==> config.mk <==
export PLATFORM = sky130hd
export DESIGN_NAME = bus_loader_flat
export DESIGN_NICKNAME = d
export VERILOG_FILES = /design/src/rtl/bus_loader_if.sv /design/src/rtl/bus_loader.sv /design/src/flat_wrapper.sv
export SDC_FILE = /design/constraint.sdc
export NUM_CORES = 1
export LEC_CHECK = 0
export ABC_AREA = 1
export CORE_AREA = 2 2 95 97
export CTS_CLUSTER_DIAMETER = 80
export CTS_CLUSTER_SIZE = 30
export DETAILED_ROUTE_END_ITERATION = 16
export DIE_AREA = 0 0 97 99
export GPL_ROUTABILITY_DRIVEN = 0
export GPL_TIMING_DRIVEN = 0
export HOLD_SLACK_MARGIN = 0.05
export PLACE_DENSITY = 0.85
export SYNTH_ARGS = -nofsm -noshare
export SYNTH_HDL_FRONTEND = slang
export SYNTH_SLANG_ARGS = --single-unit
==> constraint.sdc <==
create_clock -name clk -period 2.6 [get_ports clk]
set_clock_uncertainty 0.15 [all_clocks]
set_input_delay 0.52 -clock clk [delete_from_list [all_inputs] [get_ports clk]]
set_output_delay 0.52 -clock clk [all_outputs]
set_load 0.02 [all_outputs]
==> src/rtl/bus_loader_if.sv <==
// bus_loader_if: serial byte link and 6502-style system bus as seen by the loader
interface bus_loader_if;
   logic [7:0]  rx_data;
   logic        rx_valid;
   logic [7:0]  tx_data;
   logic        tx_valid;
   logic        tx_ready;
   logic        bus_own;
   logic [15:0] bus_ab;
   logic [7:0]  bus_do;
   logic        bus_we;
   logic [7:0]  bus_di;
   logic        cpu_hold;
   modport master (
      input  rx_data, rx_valid, tx_ready, bus_di,
      output tx_data, tx_valid, bus_own, bus_ab, bus_do, bus_we, cpu_hold
   );
   modport slave (
      output rx_data, rx_valid, tx_ready, bus_di,
      input  tx_data, tx_valid, bus_own, bus_ab, bus_do, bus_we, cpu_hold
   );
endinterface

==> src/rtl/bus_loader.sv <==
// bus_loader: serial command engine that loads/inspects memory as a second bus initiator
module bus_loader #(
   parameter logic [23:0] TIMEOUT   = 24'd4000000,
   parameter int          BOOT_HOLD = 1
) (
   input  logic          clk,
   input  logic          reset,
   bus_loader_if.master  io
);
   typedef enum logic [3:0] {
      IDLE, ADH, ADL, LEN, WDATA, WBUS, RADDR, RWAIT, RSEND, RESP
   } state_t;
   state_t      state;
   logic        is_wr;
   logic [15:0] addr;
   logic [15:0] addr_nx;
   logic [8:0]  cnt;
   logic [23:0] tmo;
   logic [7:0]  rx;
   logic        in_frame;
   logic        expired;
   assign rx       = io.rx_data;
   assign addr_nx  = addr + 16'd1;
   assign in_frame = state inside {ADH, ADL, LEN, WDATA};
   assign expired  = in_frame && !io.rx_valid && tmo == TIMEOUT - 24'd1;
   // frame parser, bus sequencer and response path; all outputs registered
   always_ff @(posedge clk) begin
      if (!reset) begin
         state       <= IDLE;
         is_wr       <= 1'b0;
         addr        <= 16'd0;
         cnt         <= 9'd0;
         tmo         <= 24'd0;
         io.bus_own  <= 1'b0;
         io.bus_ab   <= 16'd0;
         io.bus_do   <= 8'd0;
         io.bus_we   <= 1'b0;
         io.tx_valid <= 1'b0;
         io.tx_data  <= 8'd0;
         io.cpu_hold <= (BOOT_HOLD != 0);
      end else begin
         io.bus_we <= 1'b0;
         tmo       <= (in_frame && !io.rx_valid) ? tmo + 24'd1 : 24'd0;
         case (state)
            IDLE: if (io.rx_valid) begin
               is_wr <= rx == 8'h57;
               if (rx == 8'h57 || rx == 8'h52) state <= ADH;
               else begin
                  state       <= RESP;
                  io.tx_valid <= 1'b1;
                  io.tx_data  <= (rx == 8'h47 || rx == 8'h48) ? 8'h2E : 8'h3F;
                  if (rx == 8'h47) io.cpu_hold <= 1'b0;
                  if (rx == 8'h48) io.cpu_hold <= 1'b1;
               end
            end
            ADH: if (io.rx_valid) begin
               addr[15:8] <= rx;
               state      <= ADL;
            end
            ADL: if (io.rx_valid) begin
               addr[7:0] <= rx;
               state     <= LEN;
            end
            LEN: if (io.rx_valid) begin
               cnt <= {rx == 8'd0, rx};
               if (is_wr) state <= WDATA;
               else if (io.cpu_hold) begin
                  state      <= RADDR;
                  io.bus_own <= 1'b1;
                  io.bus_ab  <= addr;
               end else begin
                  state       <= RESP;
                  io.tx_valid <= 1'b1;
                  io.tx_data  <= 8'h21;
               end
            end
            WDATA: if (io.rx_valid) begin
               if (io.cpu_hold) begin
                  state      <= WBUS;
                  io.bus_own <= 1'b1;
                  io.bus_we  <= 1'b1;
                  io.bus_ab  <= addr;
                  io.bus_do  <= rx;
               end else begin
                  cnt <= cnt - 9'd1;
                  if (cnt == 9'd1) begin
                     state       <= RESP;
                     io.tx_valid <= 1'b1;
                     io.tx_data  <= 8'h21;
                  end
               end
            end
            WBUS: begin
               io.bus_own <= 1'b0;
               addr       <= addr_nx;
               cnt        <= cnt - 9'd1;
               if (cnt == 9'd1) begin
                  state       <= RESP;
                  io.tx_valid <= 1'b1;
                  io.tx_data  <= 8'h2E;
               end else state <= WDATA;
            end
            RADDR: state <= RWAIT;
            RWAIT: begin
               io.tx_data  <= io.bus_di;
               io.tx_valid <= 1'b1;
               state       <= RSEND;
            end
            RSEND: if (io.tx_ready) begin
               io.tx_valid <= 1'b0;
               addr        <= addr_nx;
               cnt         <= cnt - 9'd1;
               if (cnt == 9'd1) begin
                  state      <= IDLE;
                  io.bus_own <= 1'b0;
               end else begin
                  state     <= RADDR;
                  io.bus_ab <= addr_nx;
               end
            end
            RESP: if (io.tx_ready) begin
               io.tx_valid <= 1'b0;
               state       <= IDLE;
            end
            default: state <= IDLE;
         endcase
         if (expired) state <= IDLE;
      end
   end
endmodule

==> src/flat_wrapper.sv <==
// flat-port wrapper written by rule: the top's interface ports become plain ports
module bus_loader_flat 
#(
   parameter logic [23:0] TIMEOUT   = 24'd4000000,
   parameter int          BOOT_HOLD = 1
)
  (clk, reset, io_rx_data, io_rx_valid, io_tx_ready, io_bus_di, io_tx_data, io_tx_valid, io_bus_own, io_bus_ab, io_bus_do, io_bus_we, io_cpu_hold);
  bus_loader_if io_i ();
  input  logic clk;
  input  logic reset;
  input wire logic [$bits(io_i.rx_data)-1:0] io_rx_data;
  input wire logic [$bits(io_i.rx_valid)-1:0] io_rx_valid;
  input wire logic [$bits(io_i.tx_ready)-1:0] io_tx_ready;
  input wire logic [$bits(io_i.bus_di)-1:0] io_bus_di;
  output wire logic [$bits(io_i.tx_data)-1:0] io_tx_data;
  output wire logic [$bits(io_i.tx_valid)-1:0] io_tx_valid;
  output wire logic [$bits(io_i.bus_own)-1:0] io_bus_own;
  output wire logic [$bits(io_i.bus_ab)-1:0] io_bus_ab;
  output wire logic [$bits(io_i.bus_do)-1:0] io_bus_do;
  output wire logic [$bits(io_i.bus_we)-1:0] io_bus_we;
  output wire logic [$bits(io_i.cpu_hold)-1:0] io_cpu_hold;
  assign io_i.rx_data = io_rx_data;
  assign io_i.rx_valid = io_rx_valid;
  assign io_i.tx_ready = io_tx_ready;
  assign io_i.bus_di = io_bus_di;
  assign io_tx_data = io_i.tx_data;
  assign io_tx_valid = io_i.tx_valid;
  assign io_bus_own = io_i.bus_own;
  assign io_bus_ab = io_i.bus_ab;
  assign io_bus_do = io_i.bus_do;
  assign io_bus_we = io_i.bus_we;
  assign io_cpu_hold = io_i.cpu_hold;
  bus_loader #(.TIMEOUT(TIMEOUT), .BOOT_HOLD(BOOT_HOLD)) u_core (.clk(clk), .reset(reset), .io(io_i));
endmodule
== Word level (Yosys, flattened, before mapping) ==
Index checks and enable logic that the tools add are counted.
Cells by class
  add/subtract/negate cells: 3
  equality and inequality tests: 32
  muxes and demuxes: 62
  bitwise gates (word level): 2
  reduce and logical (&&, ||, !) cells: 30
Operator list (count)
  16-bit two-way mux: 7
  8-bit two-way mux: 10
  4-bit two-way mux: 13
  16-bit case mux with 3 select lines: 1
  8-bit case mux with 3 select lines: 2
  4-bit case mux with 10 select lines: 1
  8-bit case mux with 5 select lines: 1
  9-bit two-way mux: 4
  9-bit case mux with 4 select lines: 1
  8-bit by 7-bit equality test with 1-bit output (second input constant): 4
  2-bit inequality test (second input constant): 13
  24-bit by 1-bit adder with 24-bit output (second input constant): 1
  24-bit by 22-bit equality test with 1-bit output (second input constant): 1
  1-bit two-way mux: 18
  16-bit by 1-bit adder with 16-bit output (second input constant): 1
  4-bit by 3-bit equality test with 1-bit output (second input constant): 4
  3-bit AND reduction: 4
  6-bit AND reduction: 2
  10-bit AND reduction: 1
  9-bit by 1-bit equality test with 1-bit output (second input constant): 1
  9-bit AND reduction: 1
  3-bit nonzero test: 3
  9-bit by 1-bit subtractor with 9-bit output (second input constant): 1
  4-bit by 2-bit equality test with 1-bit output (second input constant): 2
  other kinds (23): 32
Storage, ports and cells
  bits in registers: 90
  input port bits: 20
  output and inout port bits: 36

== Logic depth before layout (Yosys ltp) ==
  word-level depth: 6
  gate-level depth with buffers: 13
  mapped depth without buffers: 11

== Worst setup path before layout ==
Ideal clock, no wire load.
  kind: reg-to-reg
  from: reg u_core.tmo[0]
  to: reg u_core.tmo[22]
  data arrival time: 1.536 ns
  required time: 2.386 ns
  slack: 0.851 ns
  stages on the path, launching flop included: 12
  path buffers: 0
  clock period less this slack: 1.749 ns
  cell sequence: dfxtp_1 ha_1 nand3_1 nor2_1 nand2_1 nor2_2 nand2_1 nor2_2 nand2_1 nand2_1 inv_1 nor2_1
Between the ends
  word-level cells in the longest chain between the ends: 1
Ends and longest elaborated chain
  start: declaration: line bus_loader.sv:18  | logic [23:0] tmo;
  start signal: assignment: line bus_loader.sv:43  | tmo <= (in_frame && !io.rx_valid) ? tmo + 24'd1 : 24'd0;
  24-bit by 1-bit adder with 24-bit output: line bus_loader.sv:43
Every way passes these cells.
A chain may end at the register's enable or synchronous reset.

== Worst setup path in the final report ==
  from: reg u_core.state[0]
  to: reg u_core.addr[9]
Between the ends
  word-level cells in the longest chain between the ends: 3
  elaborated cells on any way between the ends: 8
Ends and longest elaborated chain
  start: declaration: line bus_loader.sv:13  | state_t state;
  start signal: assignment: line bus_loader.sv:29  | state <= IDLE;
  start signal: assignment: line bus_loader.sv:47  | if (rx == 8'h57 || rx == 8'h52) state <= ADH;
  start signal: assignment: line bus_loader.sv:49  | state <= RESP;
  4-bit by 1-bit equality test with 1-bit output, or another cell as far along: line bus_loader.sv:44  | case (state)
  2-bit inequality test (no line) / 3-bit nonzero test (equally long branches)
  3-bit AND reduction (no line)
  end signal: assignment: line bus_loader.sv:57  | addr[15:8] <= rx;
  end signal: assignment: line bus_loader.sv:95  | addr <= addr_nx;
  end signal: assignment: line bus_loader.sv:111  | addr <= addr_nx;
  end: declaration: line bus_loader.sv:15  | logic [15:0] addr;
Several ways; a longest one is shown, not always the timed one.

==> impl_results.md <==
- Fmax: 0.4753 GHz
- Post-synth top flop: dfxtp_1
- Total chip power: roughly 6600 µW
- Max-cap violations: 0
- Top cell type's share of synthesized area: 0.3461
- Die area: between 9000 and 10000 µm²
- Power Dens Cells: between 1000 and 1500 nW/µm²
- CTS tree: built
- Worst Tran Pin Value: 0.5754 ns
- Antenna cells: 0
- # resized after CTS: 0
- R2R Path End: u_core.addr[9]$_SDFFE_PN0P_
- CP Max Fanout: 9
- DP HPWL: 10.37 mm
- R2R setup slack: 0.50 ns
- Tcrit/Tclk final: 0.8093
- Row Count: 34
- Crit-path most repeated cell: nand2_1
- Hold EP: u_core.tmo[0]$_SDFF_PN0_
- Buffer depth of the longest clock path: 2
- Via count: 5658
- Met2 Routed Length: approximately 6.5 mm
- Fillers: between 700 and 800
- Die Ht: 99 µm
- Post-synth cell types: 35
- Pin count of the biggest net entering global routing: 17
- Commonest cells in the netlist: 225 x nand2_1, 143 x nor2_1, 95 x inv_1
- Area after DPL: between 5000 and 6000 µm²
- Root Buffer Master: clkbuf_8
- Share of cells above drive strength 1: 0.06469
- Total negative slack: 0 ns
- DR pass1 iterations: 6
- Outcome: complete, no violations
- Worst slew margin: 0.6135
- Clk_lat worst skew: about 0.37 ns
- Largest area contributor in the netlist: dfxtp_1
- Kind of critical path: reg2reg
- CTS sink cnt: 90
- WHS Path Cells: 1
- Final wirelength: 13.91 mm
- CTS Hold Buffers Added: 0
- Synth Instances: 842
- Number of synthesized flops with an enable pin: 0
- Min Tclk post-route: 2.104 ns
- Wire length on met3: between 1 and 1.5 mm
- CTS Buf Count: 9
- RSZ-0062 raised after global routing: no
- WL/cell: about 14 µm
- DR vias/cell: approximately 5.5
- Most common cell in the netlist: nand2_1
- CP endpoint kind: register
- Arrival @ worst endpoint: 2.21 ns
- Largest delay share family, worst path: simple AND/OR/NAND/NOR gates
- CP Cell Sequence: inv_2, nand2_1, nor2_4, nor2_2, nand2_1, nand2_1, inv_2, o21ai_0, a21oi_1
- Bufs and invs on worst path: 2
- YS warnings: 0
- Post-DRT Antenna Nets: 0
- Worst endpoint required time: 2.71 ns
- IO buf count: 54
- Top sig layer: met4
- Slowest-stage cell, CP: dfxtp_1
- Vias in the first global route: 5202
- Initial core utilization: 0.6089
- RR Startpoint: u_core.state[0]$_SDFFE_PP0P_
- Final Hold Viols: 0
- GRT Resource Usage Total: 0.2949
- Post-route cell area: 6116 µm²
- Dpl ws: 0.1866 ns
- Setup ws final: 0.4959 ns
- Peak VDD IR: ~0.76 mV
- Seq/Total Area, Yosys: 0.3461
- DRT iter0 DRCs: 541
- Area grow syn2layout: 17.47%
- Pins Over Slew Limit: 0
- Final Setup Violations: 0
- Clock transition at path regs: 0.09 ns
- Met1 Routed Length: 5.836 mm
- Leak: roughly 0.0026 µW
- Synth area leaders: dfxtp_1 35%, nand2_1 16%, nor2_1 10%
- Nets: 931
- Syn Nets: between 800 and 900
- Initial antenna violation count: 0
- First-pass GRT wire length: between 20 and 25 mm
- Min-delay src: u_core.tmo[0]$_SDFF_PN0_
- Asr flop ratio synth: 0
- Hold crit path type: reg2reg
- # IOs: 56
- Setup crit start kind: register
- Synthesized area: 5206 µm²
- R2R cell count: 9
- #FFs+latches synth: 90
- Final global-route overflow total: 0
- Htree depth: 3
- Placeable core area: 8551 µm²
- Largest stage delay, worst path: 0.52 ns
- Syn Area/Cell: 6.183 µm²
- Post-layout utilization of the core: 0.7152
- Post-CTS Setup Inserts: 0
- DR DRC count: 0
- Die Wd: between 90 and 100 µm
[worst register-to-register path: stages (launching register included)]
cell and delay [ns]:
dfxtp_1 0.52, inv_2 0.11, nand2_1 0.12, nor2_4 0.07
nor2_2 0.25, nand2_1 0.08, nand2_1 0.29, inv_2 0.15
o21ai_0 0.19, a21oi_1 0.06
[registers in the layout, indices dropped and copies added, names as in the netlist]
name / flops
u_core.io.bus_ab: 16
u_core.tmo: 24
u_core.io.bus_we: 1
u_core.addr: 16
u_core.io.bus_do: 8
u_core.state: 4
u_core.io.tx_valid: 1
u_core.io.cpu_hold: 1
u_core.cnt: 9
u_core.is_wr: 1
u_core.io.bus_own: 1
u_core.io.tx_data: 8
[area by class of cell]
| class | instances | area (µm²) | area share |
|---|---|---|---|
| Buffer | 19 | 96.34 | 0.01575 |
| Clock buffer | 10 | 137.6 | 0.02250 |
| Clock inverter | 6 | 96.34 | 0.01575 |
| Inverter | 104 | 390.4 | 0.06383 |
| Multi-Input combinational cell | 629 | 2918 | 0.4771 |
| Sequential cell | 90 | 1802 | 0.2946 |
| Tap cell | 108 | 135.1 | 0.02209 |
| Timing Repair Buffer | 54 | 540.5 | 0.08838 |
[worst max path at each step]
stage / startpoint / end / cells after the start
final: u_core.state[0]$_SDFFE_PP0P_ / u_core.addr[9]$_SDFFE_PN0P_ / 9
after global routing: u_core.tmo[0]$_SDFF_PN0_ / u_core.tmo[22]$_SDFF_PN0_ / 11
after CTS: u_core.tmo[0]$_SDFF_PN0_ / u_core.tmo[22]$_SDFF_PN0_ / 11
after detailed placement: io_rx_valid / u_core.state[1]$_SDFFE_PP0P_ / 8
after global placement: io_rx_valid / u_core.io.tx_data[6]$_SDFFE_PN0P_ / 9
after floorplan: u_core.tmo[0]$_SDFF_PN0_ / u_core.tmo[22]$_SDFF_PN0_ / 11
[per-stage QoR]
stage	hold slack [ns]	cells
detailed placement	0.2882	1004
floorplan	0.2675	842
global route	0.3371	1020
global placement	0.2786	1004
CTS	0.3083	1020
finish	0.3021	1020
[cell usage in the layout (no fill, tap or decap), types with 9 or more instances in the layout]
master / count
clkbuf_8: 10
o21ai_0: 42
clkdlybuf4s50_1: 54
nor2_1: 143
nand3_1: 68
nor3_1: 18
nand4_1: 11
o21ai_1: 9
a21oi_1: 50
dfxtp_1: 90
xor2_1: 13
inv_1: 95
nand2_1: 225
[layer usage]
metal / GRT usage / up-vias
li1: - / 2802
met1: 0.3702 / 2552
met2: 0.5069 / 261
met3: 0.04894 / 43
met4: 0.1192 / 0
met5: 0 / -
[kinds of logic after synthesis]
| group | Yosys count | synth area share |
|---|---|---|
| compound gates | 114 | 0.1151 |
| xor+xnor | 19 | 0.03196 |
| buf+inv | 123 | 0.09349 |
| flops | 90 | 0.3461 |
| simple gates | 492 | 0.4037 |
| fa+ha+maj | 4 | 0.009613 |
[report_power, final]
part | internal (µW) | switching, µW | leakage [µW]
Combinational | 1200 | 2360 | 0.00175
Clock | 580 | 556 | 0.000115
Sequential | 1680 | 248 | 0.000734
Total | 3460 | 3160 | 0.00260
No activity file was read; power rests on OpenSTA's default activity.
